`config.mk`:
```
export PLATFORM = sky130hd
export DESIGN_NAME = lcd_ctrl
export DESIGN_NICKNAME = d
export VERILOG_FILES = /design/src/rtl/lcd_ctrl.sv
export SDC_FILE = /design/constraint.sdc
export NUM_CORES = 1
export LEC_CHECK = 0
export ABC_AREA = 1
export ABC_CLOCK_PERIOD_IN_PS = 2050
export CAP_MARGIN = 20
export CORE_MARGIN = 5
export CORE_UTILIZATION = 49
export CTS_BUF_LIST = sky130_fd_sc_hd__clkbuf_8
export DETAILED_ROUTE_END_ITERATION = 8
export GPL_TIMING_DRIVEN = 1
export PLACE_DENSITY = 0.89
export RECOVER_POWER = 25
export SETUP_SLACK_MARGIN = 0.4
export SYNTH_ARGS = -nofsm -noshare
export SYNTH_HDL_FRONTEND = slang
export SYNTH_SLANG_ARGS = --single-unit
```
`constraint.sdc`:
```
create_clock -name clk_i -period 2.05 [get_ports clk_i]
set_input_delay 0.205 -clock clk_i [delete_from_list [all_inputs] [get_ports clk_i]]
set_output_delay 0.205 -clock clk_i [all_outputs]
set_load 0.005 [all_outputs]
```
`src/rtl/lcd_ctrl.sv`:
```
// lcd_ctrl: HD44780-style character LCD write sequencer behind the LSU LCD register.
// Latency: accepted write -> SETUP next cycle; EN after T_SETUP_CYC; busy clears after setup+EN+hold+exec.
// Backpressure: none; one command buffered while busy, further commands dropped with sticky ovf.
//
// Ports:
//   clk_i, rst_i          single clock, synchronous active-high reset
//   wr_en_i, wr_data_i    store strobe and payload
//                         (bit31 ON, bit30 CLR_OVF, bit9 RS, bits7:0 DATA)
//   busy_o, status_o      load-side status
//                         (bit31 busy, bit30 ovf, bit29 pending, bit8 on, bits7:0 last DATA)
//   lcd_on_o, lcd_en_o, lcd_rs_o, lcd_rw_o, lcd_data_o   panel pins
//
// Optional feature: define LCD_INIT_EN to add a power-up wait and an automatic
// init sequence (0x38, 0x0C, 0x01, 0x06) before user commands run.

module lcd_ctrl #(
    parameter int unsigned T_SETUP_CYC = 2,
    parameter int unsigned T_EN_CYC    = 12,
    parameter int unsigned T_HOLD_CYC  = 2,
    parameter int unsigned T_EXEC_CYC  = 2000,
    parameter int unsigned T_CLR_CYC   = 82000,
    parameter int unsigned T_PWRUP_CYC = 750000
) (
    input  logic        clk_i,
    input  logic        rst_i,
    input  logic        wr_en_i,
    input  logic [31:0] wr_data_i,
    output logic        busy_o,
    output logic [31:0] status_o,
    output logic        lcd_on_o,
    output logic        lcd_en_o,
    output logic        lcd_rs_o,
    output logic        lcd_rw_o,
    output logic [7:0]  lcd_data_o
);

    // Shared down-counter sized for the longest wait.
    localparam int unsigned MAX_A = (T_SETUP_CYC > T_EN_CYC)   ? T_SETUP_CYC : T_EN_CYC;
    localparam int unsigned MAX_B = (T_HOLD_CYC  > T_EXEC_CYC) ? T_HOLD_CYC  : T_EXEC_CYC;
    localparam int unsigned MAX_C = (T_CLR_CYC   > T_PWRUP_CYC) ? T_CLR_CYC  : T_PWRUP_CYC;
    localparam int unsigned MAX_D = (MAX_A > MAX_B) ? MAX_A : MAX_B;
    localparam int unsigned MAXP  = (MAX_C > MAX_D) ? MAX_C : MAX_D;
    localparam int unsigned CW    = $clog2(MAXP) + 1;

    typedef enum logic [2:0] {
        S_IDLE  = 3'd0,
        S_SETUP = 3'd1,
        S_PULSE = 3'd2,
        S_HOLD  = 3'd3,
        S_EXEC  = 3'd4,
        S_PWRUP = 3'd5,
        S_INIT  = 3'd6
    } state_t;

    state_t          state_q, state_d;
    logic [CW-1:0]   cnt_q, cnt_d;
    logic            pend_q, pend_d;
    logic            pend_rs_q, pend_rs_d;
    logic            pend_on_q, pend_on_d;
    logic [7:0]      pend_data_q, pend_data_d;
    logic            ovf_q, ovf_d;
    logic            lcd_rs_q, lcd_rs_d;
    logic            lcd_on_q, lcd_on_d;
    logic [7:0]      lcd_data_q, lcd_data_d;

`ifdef LCD_INIT_EN
    logic            init_q, init_d;
    logic [1:0]      init_idx_q, init_idx_d;

    function automatic logic [7:0] init_cmd(input logic [1:0] idx);
        case (idx)
            2'd0:    init_cmd = 8'h38;
            2'd1:    init_cmd = 8'h0C;
            2'd2:    init_cmd = 8'h01;
            default: init_cmd = 8'h06;
        endcase
    endfunction
`endif

    // Payload bits that carry no meaning for this block.
    logic unused_wr_bits;
    assign unused_wr_bits = ^{wr_data_i[29:10], wr_data_i[8]};

    logic cmd_wr;      // a real command (not an ovf-clear)
    logic clr_wr;
    logic cnt_done;
    logic exec_long;   // command currently on the bus is clear/home
    logic wr_taken;    // write consumed by the FSM this cycle (started directly or refilled pending)

    assign cmd_wr    = wr_en_i & ~wr_data_i[30];
    assign clr_wr    = wr_en_i &  wr_data_i[30];
    assign cnt_done  = (cnt_q == '0);
    assign exec_long = ~lcd_rs_q & (lcd_data_q[7:2] == 6'd0) & (lcd_data_q[1:0] != 2'd0);

    always_comb begin
        state_d     = state_q;
        pend_d      = pend_q;
        pend_rs_d   = pend_rs_q;
        pend_on_d   = pend_on_q;
        pend_data_d = pend_data_q;
        ovf_d       = ovf_q;
        lcd_rs_d    = lcd_rs_q;
        lcd_on_d    = lcd_on_q;
        lcd_data_d  = lcd_data_q;
        wr_taken    = 1'b0;
`ifdef LCD_INIT_EN
        init_d      = init_q;
        init_idx_d  = init_idx_q;
`endif

        if (clr_wr) begin
            ovf_d = 1'b0;
        end

        case (state_q)
            S_IDLE: begin
                if (cmd_wr) begin
                    state_d    = S_SETUP;
                    lcd_rs_d   = wr_data_i[9];
                    lcd_on_d   = wr_data_i[31];
                    lcd_data_d = wr_data_i[7:0];
                    wr_taken   = 1'b1;
                end
            end
            S_SETUP: if (cnt_done) state_d = S_PULSE;
            S_PULSE: if (cnt_done) state_d = S_HOLD;
            S_HOLD:  if (cnt_done) state_d = S_EXEC;
            S_EXEC: begin
                if (cnt_done) begin
`ifdef LCD_INIT_EN
                    if (init_q && (init_idx_q != 2'd3)) begin
                        init_idx_d = init_idx_q + 2'd1;
                        state_d    = S_INIT;
                    end else begin
                        init_d = 1'b0;
`endif
                        if (pend_q) begin
                            // Launch the buffered command; a write in this
                            // same cycle takes its slot in the buffer.
                            state_d     = S_SETUP;
                            lcd_rs_d    = pend_rs_q;
                            lcd_on_d    = pend_on_q;
                            lcd_data_d  = pend_data_q;
                            pend_d      = cmd_wr;
                            pend_rs_d   = wr_data_i[9];
                            pend_on_d   = wr_data_i[31];
                            pend_data_d = wr_data_i[7:0];
                            wr_taken    = 1'b1;
                        end else if (cmd_wr) begin
                            // Back-to-back start without an IDLE cycle.
                            state_d    = S_SETUP;
                            lcd_rs_d   = wr_data_i[9];
                            lcd_on_d   = wr_data_i[31];
                            lcd_data_d = wr_data_i[7:0];
                            wr_taken   = 1'b1;
                        end else begin
                            state_d = S_IDLE;
                        end
`ifdef LCD_INIT_EN
                    end
`endif
                end
            end
`ifdef LCD_INIT_EN
            S_PWRUP: if (cnt_done) state_d = S_INIT;
            S_INIT: begin
                state_d    = S_SETUP;
                lcd_rs_d   = 1'b0;
                lcd_on_d   = 1'b1;
                lcd_data_d = init_cmd(init_idx_q);
            end
`endif
            default: state_d = S_IDLE;
        endcase

        // Any command not consumed above lands in the buffer or overflows.
        if (cmd_wr && !wr_taken) begin
            if (!pend_q) begin
                pend_d      = 1'b1;
                pend_rs_d   = wr_data_i[9];
                pend_on_d   = wr_data_i[31];
                pend_data_d = wr_data_i[7:0];
            end else begin
                ovf_d = 1'b1;
            end
        end
    end

    // Counter reloads with (duration - 1) on each state entry so that every
    // state lasts exactly its programmed number of cycles.
    always_comb begin
        cnt_d = cnt_q;
        if (state_d != state_q) begin
            case (state_d)
                S_SETUP: cnt_d = CW'(T_SETUP_CYC - 1);
                S_PULSE: cnt_d = CW'(T_EN_CYC - 1);
                S_HOLD:  cnt_d = CW'(T_HOLD_CYC - 1);
                S_EXEC:  cnt_d = exec_long ? CW'(T_CLR_CYC - 1) : CW'(T_EXEC_CYC - 1);
                S_PWRUP: cnt_d = CW'(T_PWRUP_CYC - 1);
                default: cnt_d = '0;
            endcase
        end else if (!cnt_done) begin
            cnt_d = cnt_q - CW'(1);
        end
    end

    always_ff @(posedge clk_i) begin
        if (rst_i) begin
            pend_q      <= 1'b0;
            pend_rs_q   <= 1'b0;
            pend_on_q   <= 1'b0;
            pend_data_q <= 8'h00;
            ovf_q       <= 1'b0;
            lcd_rs_q    <= 1'b0;
            lcd_data_q  <= 8'h00;
`ifdef LCD_INIT_EN
            state_q     <= S_PWRUP;
            cnt_q       <= CW'(T_PWRUP_CYC - 1);
            lcd_on_q    <= 1'b1;
            init_q      <= 1'b1;
            init_idx_q  <= 2'd0;
`else
            state_q     <= S_IDLE;
            cnt_q       <= '0;
            lcd_on_q    <= 1'b0;
`endif
        end else begin
            state_q     <= state_d;
            cnt_q       <= cnt_d;
            pend_q      <= pend_d;
            pend_rs_q   <= pend_rs_d;
            pend_on_q   <= pend_on_d;
            pend_data_q <= pend_data_d;
            ovf_q       <= ovf_d;
            lcd_rs_q    <= lcd_rs_d;
            lcd_on_q    <= lcd_on_d;
            lcd_data_q  <= lcd_data_d;
`ifdef LCD_INIT_EN
            init_q      <= init_d;
            init_idx_q  <= init_idx_d;
`endif
        end
    end

    // All outputs are decoded from registers only; nothing combinational
    // from wr_en_i reaches a port.
    assign busy_o     = (state_q != S_IDLE) | pend_q;
    assign status_o   = {busy_o, ovf_q, pend_q, 20'd0, lcd_on_q, lcd_data_q};
    assign lcd_on_o   = lcd_on_q;
    assign lcd_en_o   = (state_q == S_PULSE);
    assign lcd_rs_o   = lcd_rs_q;
    assign lcd_rw_o   = 1'b0;
    assign lcd_data_o = lcd_data_q;

endmodule

```
==> out/results.tsv, run 1 <==
metric	value	unit
outcome	finished, final reports clean	
#FFs+latches synth	46	
DR pass1 iterations	5	
final WL	8760	um
synthesized area	0.00265	mm2
Initial Utilization	51.3	%
final slew viol count	0	
Critical Path Stages	12	
nets	470	
Max Cap Violations	0	
Detailed Route Iter0 Violations	260	
Syn Area/Cell	7.25	um2
Placed Cells	457	
first-pass GRT wire length	12700	um
Cells after Synth	366	
Placer Congestion	0.869	
P&R area growth vs syn	40.8	%
Final period util	99.4	%
TritonCTS clock tree	built	
Internal	2.65	mW
gr ovfl total	0	
Clk network pwr share	12.0	%
ANT cells	0	
required time of the critical path	2240	ps
area post-placement	0.00298	mm2
Crit path largest cell delay	370	ps
Buf+Inv Stages, Crit Path	2	
vias post-DR	2894	
Pwr Density	1320	mW/mm2
slowest CP cell	dfxtp_1	
RSZ-0062 raised after global routing	yes	
Hold-fix buffers, CTS	0	
number of port buffers	37	
minimum clock period	2040	ps
DRC Markers	0	
Synth cell types	39	
WP data arrival	2230	ps
vias per cell	5.73	
initial antenna violation count	0	
core area	0.00517	mm2
row count	26	
CP max FO	4	
Num CTS Buffers	5	
P_leak	1.67	nW
Finished Cell Area	0.00373	mm2
worst min-delay path class	reg -> reg	
total power draw	4.92	mW
Post-DP HPWL	4450	um
Die W	83.6	um
switching portion of total power	46.2	%
largest net degree at the start of global routing	25	
Worst Tran Pin Value	662	ps
Skew-Pair Late Insertion Delay	310	ps
post-route ant nets	0	
Hold Path Depth	2	
sequential power share	26.2	%
CP delay by family, top	simple AND/OR/NAND/NOR gates	
fmax	491	MHz
Die Y	83.6	um
Crit Path Class	reg -> reg	
final setup fails	0	
CP startpoint kind	flop	
wire per inst	17.3	um
YS warnings	0	
share of layout cells above drive strength 1	30.6	%
Worst R2R Path Depth	12	
Clock H-tree levels	2	
clock root buffer	clkbuf_8	
io pins	80	
maximum clock path buffer count	2	
Finished Layout Cells	505	
maximum vdd drop	0.556	mV
combinational cell fraction of total power	61.8	%
Reg clk slew, reported paths	90	ps
die area	0.00698	mm2
CTS Sinks	46	
Worst Skew	10.0	ps
critical-path cell list	nor2_1 > nand2_2 > nor2_4 > buf_6 > nand4_1 > nand3_2 > nand2_4 > nand2_8 > nand2_8 > buf_12 > o21ai_4 > a21oi_2	
vias in the first global route	2688	
Crit path top cell by count	nand2_8	
final hold viol count	0	
CP Capture Type	flop	
post-synthesis sequential area ratio	34.7	%
fin util	72.2	%
Switch Pwr	2.27	mW
Tot GR Track Use	22.0	%
relative slew slack	55.8	%
==> state kept, by name, indices dropped and copies added (netlist names) <==
| name | count |
|---|---|
| cnt_q | 21 |
| lcd_data_o | 8 |
| pend_data_q | 8 |
| state_q | 3 |
| lcd_on_o | 1 |
| lcd_rs_o | 1 |
| ovf_q | 1 |
| pend_on_q | 1 |
| pend_q | 1 |
| pend_rs_q | 1 |
==> tightest hold or removal path, cell delays in order, from the launching register on <==
cell	delay (ps)
dfxtp_1	320
nand2_1	60
a21oi_1	50
==> cell type report <==
cell class	count	area (um2)
clock buffers	6	82.6
clock inverters	2	12.5
fillers	336	1440
inverters	25	108
multi-input cells	270	1710
flip-flops and latches	46	932
well taps	70	87.6
repair buffers	85	800
repair inverters	1	7.51
==> per-layer routing <==
metal  track usage (%)  wire length (um)  part of all wire [%]
met1              24.4              3180                    36
met2              39.0              4330                    49
met3              4.44               745                   8.5
met4              11.8               507                   5.8
met5                 0                 0                     0
==> synthesized netlist by cell type (all sizes together) <==
| cell type | instances | share of area [%] |
|---|---|---|
| or2 | 1 | 0.24 |
| xnor2 | 5 | 1.7 |
| o21ai | 17 | 3.8 |
| clkbuf | 8 | 1.1 |
| nor2 | 60 | 9.2 |
| nor3b | 1 | 0.47 |
| a221oi | 1 | 0.33 |
| nand3 | 16 | 4.1 |
| inv | 24 | 3.4 |
| o2111ai | 10 | 3.3 |
| dfxtp | 46 | 35 |
| buf | 39 | 11 |
| o211ai | 6 | 1.7 |
| nand4 | 4 | 0.94 |
| ha | 1 | 0.47 |
| conb | 1 | 0.14 |
| a21oi | 21 | 4.2 |
| clkinv | 1 | 0.14 |
| nor3 | 10 | 2.1 |
| nand2 | 79 | 13 |
| o211a | 1 | 0.38 |
| nor4 | 5 | 1.2 |
| xor2 | 9 | 3.0 |
==> cell families after synthesis <==
logic type               Yosys count  synth area share [%]
AO/OA/AOI/OAI                     56                  13.7
XOR/XNOR                          14                  4.62
adder cells (fa/ha/maj)            1                 0.472
buffers and inverters             72                  15.7
flip-flops                        46                  34.7
other                              1                 0.141
AND/OR/NAND/NOR                  176                  30.7
==> timing repair <==
item	CTS	global route
resized for setup	51	37
cloned	3	0
pin swaps	18	22
setup endpoints to repair	34	46
setup buffers	25	12
==> path summary, 6_finish.rpt <==
path                            startpoint  slack, ps  endpoint
worst min-delay path              lcd_on_o        480  lcd_on_o
worst max register to register    cnt_q[6]         10  cnt_q[9]
worst max-delay path              cnt_q[6]         10  cnt_q[9]
worst min register to register    lcd_on_o        480  lcd_on_o
==> placed cells by master, fill, tap and decap left out, types with 7 or more instances in the layout <==
cell type | Yosys | layout
a21oi_1 | 19 | 12
a21oi_2 | 2 | 9
buf_4 | 33 | 37
buf_6 | 0 | 8
clkdlybuf4s50_1 | 0 | 20
conb_1 | 1 | 21
dfxtp_1 | 46 | 39
dlygate4sd3_1 | 0 | 15
inv_1 | 21 | 16
nand2_1 | 74 | 66
nand2_4 | 2 | 7
nand3_1 | 12 | 10
nor2_1 | 57 | 44
nor2_2 | 1 | 7
nor2_4 | 2 | 9
o2111ai_1 | 10 | 10
o21ai_0 | 13 | 11
xor2_1 | 9 | 9
==> stage by stage <==
stage               TNS [ps]  worst slack, ps  hold WS [ps]
finish                     0             12.1           481
global route            -231            -32.2           520
CTS                        0              157           476
detailed placement     -1820             -201           463
global placement       -1320             -136           456
floorplan                  0              402           340
==> power groups by stage <==
stage | registers [mW] | logic (mW) | clock network [mW]
2_1_floorplan | 1.24 | 1.69 | 0
3_3_place_gp | 1.26 | 2.00 | 0
3_5_place_dp | 1.27 | 2.07 | 0
4_1_cts | 1.25 | 2.52 | 0.581
5_1_grt | 1.31 | 3.26 | 0.626
6_report | 1.29 | 3.04 | 0.592
No activity file was read; power rests on OpenSTA's default activity.
==> run 2: changes to the inputs <==
Settings changed: CTS_CLUSTER_SIZE from default to 14.
==> results of run 2 <==
Final layout, timing and power as in run 1 (identical DEF).
==> run 3: changes to the inputs <==
Settings changed: CTS_CLUSTER_SIZE 14 to 24.
==> results of run 3 <==
Final layout, timing and power as in run 1 (identical DEF).
